## src/rtl/riscv_irq_stim_pkg.sv

```systemverilog
// Shared types and constants for the interrupt stimulus block.
//   mode_e      : generator mode encoding driven on mode_i (3 behaves as OFF)
//   state_e     : request FSM states
//   LFSR_TAPS   : Galois feedback mask for the right-shifting 32-bit LFSR
//   mode_active : true for the modes that launch requests
package riscv_irq_stim_pkg;

  typedef enum logic [1:0] {
    MODE_OFF      = 2'd0,
    MODE_RANDOM   = 2'd1,
    MODE_ONE_SHOT = 2'd2
  } mode_e;

  typedef enum logic [1:0] {
    ST_IDLE,
    ST_COUNT,
    ST_REQ,
    ST_DONE
  } state_e;

  localparam logic [31:0] LFSR_TAPS = 32'h8020_0003;

  function automatic logic mode_active(input logic [1:0] m);
    return (m == MODE_RANDOM) || (m == MODE_ONE_SHOT);
  endfunction

endpackage

```

## src/rtl/riscv_irq_stim_if.sv

```systemverilog
// Level-sensitive interrupt handshake between the stimulus block and the core.
//   irq        : interrupt request, held until a matching ack
//   irq_id     : requested interrupt ID, stable while irq=1
//   irq_ack    : core acknowledges an interrupt
//   irq_ack_id : ID the core acknowledges
// master = interrupt source (stimulus), slave = core.
interface riscv_irq_stim_if;
  logic       irq;
  logic [4:0] irq_id;
  logic       irq_ack;
  logic [4:0] irq_ack_id;

  modport master (output irq, irq_id, input irq_ack, irq_ack_id);
  modport slave  (input irq, irq_id, output irq_ack, irq_ack_id);
endinterface

```

## src/rtl/riscv_irq_lfsr.sv

```systemverilog
// 32-bit right-shifting Galois LFSR with enable, seed load and zero-seed guard.
//   clk, rst  : clock, synchronous active-high reset (loads SEED_DEFAULT)
//   enable    : advance one step this cycle
//   seed_load : load seed this cycle (wins over advancing); seed 0 loads 1
//   seed      : seed value
//   value     : current LFSR state
module riscv_irq_lfsr
  import riscv_irq_stim_pkg::*;
#(
  parameter logic [31:0] SEED_DEFAULT = 32'h0000_0001
) (
  input  logic        clk,
  input  logic        rst,
  input  logic        enable,
  input  logic        seed_load,
  input  logic [31:0] seed,
  output logic [31:0] value
);

  always_ff @(posedge clk) begin
    if (rst) begin
      value <= SEED_DEFAULT;
    end else if (seed_load) begin
      // An all-zero state would lock the LFSR up.
      value <= (seed == '0) ? 32'd1 : seed;
    end else if (enable) begin
      value <= {1'b0, value[31:1]} ^ (value[0] ? LFSR_TAPS : '0);
    end
  end

endmodule

```

## src/rtl/riscv_irq_stim.sv

```systemverilog
// Interrupt stimulus source for the core test harness.
// Launches random or one-shot interrupts after an LFSR-drawn gap, holds each
// request until the core acks it with the matching ID, and flags protocol
// errors and ack timeouts.
//   clk_i, rst_i        : clock, synchronous active-high reset
//   enable_i, mode_i    : generator enable and mode (OFF/RANDOM/ONE_SHOT)
//   seed_load_i, seed_i : LFSR seed load
//   min_gap_i/gap_mask_i: base gap and random gap mask
//   id_base_i/id_mask_i : base ID and random ID mask
//   bus                 : irq handshake (master side)
//   irq_count_o         : accepted acks (wraps)
//   err_o, timeout_o    : sticky protocol error / ack timeout
module riscv_irq_stim
  import riscv_irq_stim_pkg::*;
#(
  parameter int unsigned GAP_W        = 16,
  parameter int unsigned TIMEOUT_CYC  = 1024,
  parameter logic [31:0] SEED_DEFAULT = 32'h0000_0001
) (
  input  logic             clk_i,
  input  logic             rst_i,
  input  logic             enable_i,
  input  logic [1:0]       mode_i,
  input  logic             seed_load_i,
  input  logic [31:0]      seed_i,
  input  logic [GAP_W-1:0] min_gap_i,
  input  logic [GAP_W-1:0] gap_mask_i,
  input  logic [4:0]       id_base_i,
  input  logic [4:0]       id_mask_i,
  riscv_irq_stim_if.master bus,
  output logic [31:0]      irq_count_o,
  output logic             err_o,
  output logic             timeout_o
);

  localparam int unsigned      TO_W   = $clog2(TIMEOUT_CYC + 1);
  localparam logic [TO_W-1:0]  TO_MAX = TO_W'(TIMEOUT_CYC);

  state_e           state;
  logic [31:0]      lfsr;
  logic [GAP_W-1:0] gap_cnt;
  logic [TO_W-1:0]  to_cnt;
  logic             irq_q;
  logic [4:0]       irq_id_q;
  logic             one_shot_q;
  logic [GAP_W-1:0] gap_draw;
  logic [4:0]       id_draw;
  logic             ack_valid;
  logic             lfsr_unused;

  riscv_irq_lfsr #(
    .SEED_DEFAULT(SEED_DEFAULT)
  ) u_lfsr (
    .clk       (clk_i),
    .rst       (rst_i),
    .enable    (enable_i),
    .seed_load (seed_load_i),
    .seed      (seed_i),
    .value     (lfsr)
  );

  // Only a slice of the LFSR feeds the draws.
  assign lfsr_unused = ^lfsr;

  always_comb begin
    gap_draw = min_gap_i;
    id_draw  = id_base_i;
    if (mode_i != MODE_ONE_SHOT) begin
      gap_draw = min_gap_i + (lfsr[GAP_W-1:0] & gap_mask_i);
      id_draw  = id_base_i + (lfsr[20:16] & id_mask_i);
    end
  end

  assign ack_valid  = bus.irq_ack && (bus.irq_ack_id == irq_id_q);
  assign bus.irq    = irq_q;
  assign bus.irq_id = irq_id_q;

  always_ff @(posedge clk_i) begin
    if (rst_i) begin
      state       <= ST_IDLE;
      gap_cnt     <= '0;
      to_cnt      <= '0;
      irq_q       <= 1'b0;
      irq_id_q    <= '0;
      one_shot_q  <= 1'b0;
      irq_count_o <= '0;
      err_o       <= 1'b0;
      timeout_o   <= 1'b0;
    end else begin
      if (bus.irq_ack && (state != ST_REQ)) begin
        err_o <= 1'b1;
      end
      case (state)
        ST_IDLE: begin
          if (enable_i && mode_active(mode_i)) begin
            state      <= ST_COUNT;
            gap_cnt    <= gap_draw;
            irq_id_q   <= id_draw;
            // Remember the launching mode: a pending request outlives mode
            // changes, and its ack decides between IDLE and DONE.
            one_shot_q <= (mode_i == MODE_ONE_SHOT);
          end
        end
        ST_COUNT: begin
          if (!enable_i || !mode_active(mode_i)) begin
            state <= ST_IDLE;
          end else if (gap_cnt == '0) begin
            state  <= ST_REQ;
            irq_q  <= 1'b1;
            to_cnt <= '0;
          end else begin
            gap_cnt <= gap_cnt - 1'b1;
          end
        end
        ST_REQ: begin
          if (ack_valid) begin
            irq_q       <= 1'b0;
            irq_count_o <= irq_count_o + 32'd1;
            state       <= one_shot_q ? ST_DONE : ST_IDLE;
          end else begin
            if (bus.irq_ack) begin
              err_o <= 1'b1;
            end
            if (to_cnt != TO_MAX) begin
              to_cnt <= to_cnt + 1'b1;
              if (to_cnt + 1'b1 == TO_MAX) begin
                timeout_o <= 1'b1;
              end
            end
          end
        end
        ST_DONE: begin
          if (!enable_i || (mode_i != MODE_ONE_SHOT)) begin
            state <= ST_IDLE;
          end
        end
        default: state <= ST_IDLE;
      endcase
    end
  end

endmodule
```

## src/flat_wrapper.sv

```systemverilog
// flat-port wrapper written by rule: the top's interface ports become plain ports
module riscv_irq_stim_flat import riscv_irq_stim_pkg::*;
#(
  parameter int unsigned GAP_W        = 16,
  parameter int unsigned TIMEOUT_CYC  = 1024,
  parameter logic [31:0] SEED_DEFAULT = 32'h0000_0001
)
  (clk_i, rst_i, enable_i, mode_i, seed_load_i, seed_i, min_gap_i, gap_mask_i, id_base_i, id_mask_i, irq_count_o, err_o, timeout_o, bus_irq, bus_irq_id, bus_irq_ack, bus_irq_ack_id);
  riscv_irq_stim_if bus_i ();
  input  logic clk_i;
  input  logic rst_i;
  input  logic enable_i;
  input  logic [1:0] mode_i;
  input  logic seed_load_i;
  input  logic [31:0] seed_i;
  input  logic [GAP_W-1:0] min_gap_i;
  input  logic [GAP_W-1:0] gap_mask_i;
  input  logic [4:0] id_base_i;
  input  logic [4:0] id_mask_i;
  output logic [31:0] irq_count_o;
  output logic err_o;
  output logic timeout_o;
  output wire logic [$bits(bus_i.irq)-1:0] bus_irq;
  output wire logic [$bits(bus_i.irq_id)-1:0] bus_irq_id;
  input wire logic [$bits(bus_i.irq_ack)-1:0] bus_irq_ack;
  input wire logic [$bits(bus_i.irq_ack_id)-1:0] bus_irq_ack_id;
  assign bus_irq = bus_i.irq;
  assign bus_irq_id = bus_i.irq_id;
  assign bus_i.irq_ack = bus_irq_ack;
  assign bus_i.irq_ack_id = bus_irq_ack_id;
  riscv_irq_stim #(.GAP_W(GAP_W), .TIMEOUT_CYC(TIMEOUT_CYC), .SEED_DEFAULT(SEED_DEFAULT)) u_core (.clk_i(clk_i), .rst_i(rst_i), .enable_i(enable_i), .mode_i(mode_i), .seed_load_i(seed_load_i), .seed_i(seed_i), .min_gap_i(min_gap_i), .gap_mask_i(gap_mask_i), .id_base_i(id_base_i), .id_mask_i(id_mask_i), .bus(bus_i), .irq_count_o(irq_count_o), .err_o(err_o), .timeout_o(timeout_o));
endmodule
```

## config.mk

```make
export PLATFORM = sky130hd
export DESIGN_NAME = riscv_irq_stim_flat
export DESIGN_NICKNAME = d
export VERILOG_FILES = /design/src/rtl/riscv_irq_stim_pkg.sv /design/src/rtl/riscv_irq_stim_if.sv /design/src/rtl/riscv_irq_lfsr.sv /design/src/rtl/riscv_irq_stim.sv /design/src/flat_wrapper.sv
export SDC_FILE = /design/constraint.sdc
export NUM_CORES = 1
export LEC_CHECK = 0
export CORE_ASPECT_RATIO = 1.2
export CORE_UTILIZATION = 53
export CTS_CLUSTER_DIAMETER = 50
export DETAILED_ROUTE_END_ITERATION = 8
export GPL_TIMING_DRIVEN = 0
export PLACE_DENSITY = 0.91
export SETUP_SLACK_MARGIN = 0.1
export SLEW_MARGIN = 20
export SYNTH_ARGS = -nofsm -noshare
export SYNTH_HDL_FRONTEND = slang
export SYNTH_HIERARCHICAL = 1
export SYNTH_SLANG_ARGS = --single-unit
```

## constraint.sdc

```tcl
create_clock -name clk_i -period 2.7 [get_ports clk_i]
set_input_delay 0.27 -clock clk_i [delete_from_list [all_inputs] [get_ports clk_i]]
set_output_delay 0.27 -clock clk_i [all_outputs]
set_load 0.05 [all_outputs]
```

==> impl_metrics.yaml <==
layout:
  final_nets: 1099
  antenna_cells: 0
  syn_to_final_growth_pct: 27.7
  n_fill_cell: 954
  design_area_um2: 8390
  drive_above_1_share: 0.0566
critical_path:
  worstSetupEndpointType: "flop"
  cp.arrival_ns: 2.74
  worst_path_max_delay_cell: "clkdlybuf4s50_1"
  worst_ep_required_time_ns: 2.92
  cp_cell_sequence: "clkdlybuf4s50_1 -> inv_1 -> ha_1 -> or3b_2 -> clkbuf_1 -> a31oi_4 -> buf_2 -> o21ai_0 -> a22oi_1 -> nor2_1"
  crit_family: "buffers and inverters"
  start_kind: "primary input"
  max_stage_delay_ns: 0.46
  path_class: "in -> reg"
  cp_num_buf_inv: 4
  crit_fanout: 10
grt:
  grt_pass1_vias: 6279
  use_met1: 0.321
  grt_first_pass_wirelength_um: 29000
  antenna_found_initial: 0
  grt-busiest-layer: "met2"
  grtUsageTotal: 0.280
  grt_overflow_total: 0
  use_met2: 0.515
  use_met3: 0.0293
  grt_max_degree: 21
sta:
  fin_ws_ns: 0.181
  final.setup.tns_ns: 0
  hold_viol: 0
  post-route-min-period_ns: 2.52
  relSlewSlack: 0.480
  slew_viol_final: 0
  fmax_mhz: 397
  rsz0062_at_grt: "true"
  finClkSkew_ns: 0.00940
  setup_viol_count_final: 0
  holdWs_ns: 0.273
  tightest_slew_ns: 0.761
  fin_crit_sh: 0.933
placed_design:
  dp_hpwl_um: 13500
  gp_congestion: 0.967
  numPortBuffers: 124
  dpl_cell_area_um2: 8010
  dp_slack_ns: -0.410
clock_tree:
  cts_buffers: 9
  tritoncts: "built"
  cts_buffer_depth: 2
  cts_setup_buffers: 0
  hold_buffers: 0
  root_buffer: "clkbuf_16"
  clk_latency_ns: 0.36
  clkSlewWorstSetupHoldPaths_ns: 0.08
  ctsHtreeMaxLevel: 3
  clkSinkCount: 102
logic_synthesis:
  synth_area_um2: 6570
  synth_seq_cells: 102
  yosysWarnings: 6
  synth_ff_type: "dfxtp_1"
  synth_area_leader_cell: "dfxtp_1"
  synthTopCellsByCount: "nor2_1, dfxtp_1, a21oi_1"
  synth_edf_count: 0
  yosys-top-cells-area: "dfxtp_1, nor2_1, a21oi_1"
  synth_cells: 850
  synth.top_cell.area_share: 0.311
  synth_fp_nets: 964
  avgSynthCellArea_um2: 7.73
  yosysMostFrequentCell: "nor2_1"
  synthArstFlopShare: 0
  yosysUniqueCellTypes: 65
  seq_area_frac_synth: 0.311
floorplan:
  die_w_um: 104
  die_h_um: 124
  start_util: 0.542
  core_area_um2: 12100
  ios: 126
  dieArea_um2: 12800
  core.rowCount: 44
worst_hold_path:
  hp-class: "in -> reg"
drt:
  firstDrtPassIters: 6
  wl_per_cell_um: 15.6
  drt_iter0_drc: 548
  wl_um: 18000
  ant_nets: 0
  vias_per_cell: 5.92
  vias: 6811
  drc_errors: 0
power:
  peakVddDrop_mv: 0.338
  power_density_nw_per_um2: 465
  power.total_mw: 3.90
  p_leak_nw: 3.12
flow_run:
  drv_cap: 0
outcome:
  status: "finished clean"
[where the power goes]
part / internal, mW / switching (mW)
Combinational: 0.392 / 0.480
Sequential: 1.56 / 0.0567
Clock: 0.753 / 0.656
Total: 2.71 / 1.19
[metal layers]
metal  part of all wire  routed length (um)
met4              0.033                 594
met1               0.41                7370
met3              0.056                1010
met5                  0                   0
met2               0.50                8980
[registers in the layout (all words and copies together) (netlist names)]
register	flops
u_core/bus.irq	1
u_core/bus.irq_id	5
u_core/err_o	1
u_core/gap_cnt	16
u_core/irq_count_o	32
u_core/one_shot_q	1
u_core/state	2
u_core/timeout_o	1
u_core/to_cnt	11
u_core/u_lfsr/value	32
[worst reg2reg max path: cells and delay by family (launching register included)]
kind / cells / cell delay [ns]
AND/OR/NAND/NOR: 2 / 0.37
AO/OA/AOI/OAI: 4 / 0.87
flip-flops: 1 / 0.37
XOR/XNOR: 1 / 0.18
adder cells (fa/ha/maj): 2 / 0.60
[repair_timing]
action,4_1_cts,5_1_grt
resized for setup,3,11
gates cloned,0,0
setup endpoints to repair,11,20
[cells by family after synthesis]
kind of cell,after synthesis,share of synthesized area
AND/OR/NAND/NOR,368,0.281
AO/OA/AOI/OAI,197,0.180
flip-flops,102,0.311
buffers and inverters,68,0.0495
XOR/XNOR,52,0.0693
multiplexers,35,0.0533
adder cells (fa/ha/maj),28,0.0556
[path summary, 6_finish.rpt]
kind / start / to / slack (ns) / depth (start not counted)
max: mode_i[0] / u_core/gap_cnt[2]$_SDFFE_PP0P_ / 0.18 / 10
min: seed_load_i / u_core/u_lfsr/value[0]$_SDFFE_PP1P_ / 0.27 / 2
max reg2reg: u_core/u_lfsr/value[0]$_SDFFE_PP1P_ / u_core/gap_cnt[10]$_SDFFE_PP0P_ / 0.22 / 9
min reg2reg: u_core/err_o$_SDFF_PP0_ / u_core/err_o$_SDFF_PP0_ / 0.47 / 2
[final cells by class]
type | instances | area, um2 | share of cell area
Clock inverter | 7 | 97.6 | 0.0116
Timing Repair Buffer | 124 | 1240 | 0.148
Tap cell | 161 | 201 | 0.0240
Sequential cell | 102 | 2040 | 0.243
Multi-Input combinational cell | 680 | 4250 | 0.507
Inverter | 24 | 90.1 | 0.0107
Buffer | 44 | 238 | 0.0283
Clock buffer | 9 | 225 | 0.0269
[through the flow]
stage,cells,utilization
after detailed placement,1135,0.661
after floorplan,850,-
final,1151,0.692
after global routing,1151,0.692
after CTS,1151,0.689
after global placement,1135,0.661
[cells in the final DEF (no fill, tap or decap), drive strengths merged, types with 3 or more instances in the layout]
| cell | Yosys | routed |
|---|---|---|
| a211o | 4 | 4 |
| a211oi | 12 | 12 |
| a21o | 5 | 5 |
| a21oi | 85 | 85 |
| a31oi | 9 | 9 |
| and2 | 26 | 26 |
| and3 | 12 | 12 |
| buf | 20 | 19 |
| clkbuf | 24 | 34 |
| clkdlybuf4s50 | 0 | 124 |
| dfxtp | 102 | 102 |
| ha | 26 | 26 |
| inv | 24 | 28 |
| mux2i | 35 | 35 |
| nand2 | 49 | 49 |
| nand2b | 6 | 6 |
| nand3 | 27 | 27 |
| nand4 | 19 | 19 |
| nor2 | 137 | 137 |
| nor2b | 6 | 6 |
| nor3 | 31 | 31 |
| nor3b | 8 | 8 |
| nor4 | 24 | 24 |
| o211ai | 7 | 7 |
| o21a | 3 | 3 |
| o21ai | 42 | 42 |
| o31ai | 4 | 4 |
| or3 | 7 | 7 |
| or3b | 5 | 5 |
| or4 | 5 | 5 |
| xnor2 | 35 | 35 |
| xor2 | 17 | 17 |
Power figures use the tool's default switching activity.
==> variant (same settings) <==
Add an input register stage for `mode_i`; this delays it by one clock. The other inputs are not delayed to match.
--- a/src/rtl/riscv_irq_stim.sv
+++ b/src/rtl/riscv_irq_stim.sv
@@ -36,6 +36,12 @@
   localparam int unsigned      TO_W   = $clog2(TIMEOUT_CYC + 1);
   localparam logic [TO_W-1:0]  TO_MAX = TO_W'(TIMEOUT_CYC);
 
+  logic [1:0] mode_q;
+
+  always_ff @(posedge clk_i) begin
+    mode_q <= mode_i;
+  end
+
   state_e           state;
   logic [31:0]      lfsr;
   logic [GAP_W-1:0] gap_cnt;
@@ -65,7 +71,7 @@
   always_comb begin
     gap_draw = min_gap_i;
     id_draw  = id_base_i;
-    if (mode_i != MODE_ONE_SHOT) begin
+    if (mode_q != MODE_ONE_SHOT) begin
       gap_draw = min_gap_i + (lfsr[GAP_W-1:0] & gap_mask_i);
       id_draw  = id_base_i + (lfsr[20:16] & id_mask_i);
     end
@@ -92,17 +98,17 @@
       end
       case (state)
         ST_IDLE: begin
-          if (enable_i && mode_active(mode_i)) begin
+          if (enable_i && mode_active(mode_q)) begin
             state      <= ST_COUNT;
             gap_cnt    <= gap_draw;
             irq_id_q   <= id_draw;
             // Remember the launching mode: a pending request outlives mode
             // changes, and its ack decides between IDLE and DONE.
-            one_shot_q <= (mode_i == MODE_ONE_SHOT);
+            one_shot_q <= (mode_q == MODE_ONE_SHOT);
           end
         end
         ST_COUNT: begin
-          if (!enable_i || !mode_active(mode_i)) begin
+          if (!enable_i || !mode_active(mode_q)) begin
             state <= ST_IDLE;
           end else if (gap_cnt == '0) begin
             state  <= ST_REQ;
@@ -130,7 +136,7 @@
           end
         end
         ST_DONE: begin
-          if (!enable_i || (mode_i != MODE_ONE_SHOT)) begin
+          if (!enable_i || (mode_q != MODE_ONE_SHOT)) begin
             state <= ST_IDLE;
           end
         end
Formal check against the unedited RTL: not equivalent (Yosys sat finds a counterexample within 4 cycles, from zero or initial values and one cycle with rst_i high).
==> variant against the unedited design <==
Setup slack worse by 0.023 ns. Total power grew 1.0%. Cell count grew 2.9%. Area after synthesis grew 3.8%. Largest cell class unchanged. Critical endpoint is now u_core/gap_cnt[12]. Sequential cell count rose by 2. Clock power is essentially flat. Highest routed layer unchanged. Wire length increased by 6.6%. Design area is 2.6% higher.
==> variant: results (changes against the unedited design) <==
----------------------------------------------------
[Setup path]
  Cell family contributing the most delay on the critical path ... compound AO/OA/AOI/OAI gates
  Maximum fanout count along the critical path ... 5 (-5)
  R2R cell count ... 8 (-1)
  Data arrival time at the worst-slack endpoint ... 2.79 ns (+0.05 ns)
  Biggest cell delay along the critical path ... 0.38 ns (-0.08 ns)
  Worst reg2reg path endpoint ... u_core/gap_cnt[12]
  Worst path slowest cell ... fa_2
  Register-to-register path setup slack ... 0.16 ns (-0.06 ns)

[Routing]
  1st-pass router iterations ... 5 (-1)
  Total wire length ... 19100 um (+6.6%)
  Iter 0 DRT Violations ... 597 (+8.9%)
  Vias after detailed routing ... 7076 (+3.9%)

[Clock network]
  CTS clock-pin slew for the worst setup and hold paths ... 0.08 ns (about the same)

[Yosys]
  Synth unique cells ... 73 (+12%)
  Complex-gate fraction of the synthesized area ... 0.189 (+0.00854)
  Most frequent cells after synthesis ... 142 x nor2_1, 104 x dfxtp_1, 70 x a21oi_1
  Fraction of the mapped netlist area in adder cells ... 0.0536 (-0.00201)
  Fraction of the yosys area taken by sequential cells ... 0.305 (-0.00537)
  Count of synthesis-stage warnings from yosys ... 6 (unchanged)
  Dominant cells by area after synthesis ... dfxtp_1 31%, nor2_1 7.8%, a21oi_1 5.1%
  Share of cell area taken by muxes after synthesis ... 0.0514 (-0.00193)
  XOR/XNOR share of the synthesized area ... 0.0643 (-0.00508)
  Post-Synthesis Net Count ... 994 (+3.1%)

[Outcome]
  Result of the run ... finished clean

[Power and ir drop]
  Leakage power total ... 3.15 nW (+0.85%)
  Worst IR drop on VDD ... 0.316 mV (-6.5%)

[Timing]
  Max Clock Skew ... 0.0109 ns (+0.00145 ns)
  Slew at the pin closest to its max-slew limit ... 0.743 ns (-0.0179 ns)

[Final layout]
  Leading registers by flop count ... u_core/irq_count_o x32, u_core/u_lfsr/value x32, u_core/gap_cnt x16
  Nets ... 1129 (+2.7%)
  Fill cell count ... 1036 (+8.6%)
  Share of final-layout standard cells stronger than drive strength 1 ... 0.0559 (-0.000683)

[Global route]
  Wire length of the first global-routing pass ... 30800 um (+6.2%)
  Vias in the first global route ... 6426 (+2.3%)
  Global Route Usage Sum ... 0.283 (+0.00309)

[Place]
  Weighted congestion reported at the end of routability-driven placement ... 0.901 (-6.8%)
  Number of buffers added on ports ... 124 (unchanged)
  Hpwl dp ... 14600 um (+8.3%)
  Placed cell areas ... 0.00826 mm2 (+3.1%)
  Pre-CTS WS ... -0.357 ns (+0.0522 ns)

----------------------------------------------------
-- variant: changes by cell type after synthesis, moves of 6 or more --
cell,unedited run,this run
clkbuf_1,24,30
nor4_1,22,28
a21oi_1,85,70
nand4_1,19,13
o21ai_0,41,31
nor2_1,135,142
and3_1,12,6
nand2_1,49,61
-- variant: timing repair --
item | in CTS | in global routing
endpoints found under the setup margin | 7 | 6
pin swaps | 0 | 3
gates cloned | 0 | 0
buffers inserted | 0 | 0
resized for setup | 4 | 6
-- variant: metrics by stage --
stage	power [mW]	instances	utilization	hold slack, ns	TNS (ns)
floorplan	2.23	880	-	0.298	0
global placement	2.52	1168	0.655	0.450	-1.19
detailed placement	2.53	1168	0.655	0.458	-1.35
CTS	3.94	1184	0.682	0.298	0
global route	4.10	1184	0.683	0.320	0
finish	3.94	1184	0.683	0.314	0
-- variant: power by group --
group | leakage (nW) | switching [mW] | internal (mW) | total (mW)
sequential | 0.848 | 0.0583 | 1.59 | 1.65
combinational | 2.15 | 0.484 | 0.393 | 0.877
clock | 0.155 | 0.661 | 0.751 | 1.41
total | 3.15 | 1.20 | 2.74 | 3.94
-- variant: kinds of logic after synthesis --
logic type	count (synthesis)
AO/OA/AOI/OAI	203
XOR/XNOR	50
adder cells (fa/ha/maj)	28
buffers and inverters	73
flip-flops	104
multiplexers	35
AND/OR/NAND/NOR	387
-- variant: cell type report --
| cell class | count | share of cell area |
|---|---|---|
| multi-input combinational | 703 | 0.513 |
| sequential | 104 | 0.242 |
| timing repair buffer | 124 | 0.144 |
| buffer | 50 | 0.0299 |
| clock buffer | 9 | 0.0262 |
| tap | 164 | 0.0238 |
| clock inverter | 7 | 0.0112 |
| inverter | 23 | 0.0100 |
-- variant: how the worst max path moves through the flow --
stage / startpoint / endpoint / slack, ns / cells after the start
2_1_floorplan: u_core/u_lfsr/value[0] / u_core/gap_cnt[12] / 0.30 / 8
6_report: u_core/u_lfsr/value[0] / u_core/gap_cnt[12] / 0.16 / 8
3_5_place_dp: gap_mask_i[0] / u_core/gap_cnt[10] / -0.36 / 9
3_3_place_gp: gap_mask_i[0] / u_core/gap_cnt[10] / -0.33 / 9
4_1_cts: u_core/u_lfsr/value[0] / u_core/gap_cnt[12] / 0.12 / 8
5_1_grt: u_core/mode_q[0] / u_core/gap_cnt[12] / 0.09 / 8
-- variant: layer usage --
metal | GRT usage | up-vias | wire length, um | part of all wire
met3 | 0.0424 | 46 | 1220 | 0.064
met2 | 0.515 | 355 | 9800 | 0.51
met5 | 0 | - | 0 | 0
li1 | - | 3443 | - | -
met4 | 0.106 | 0 | 454 | 0.024
met1 | 0.335 | 3232 | 7670 | 0.40
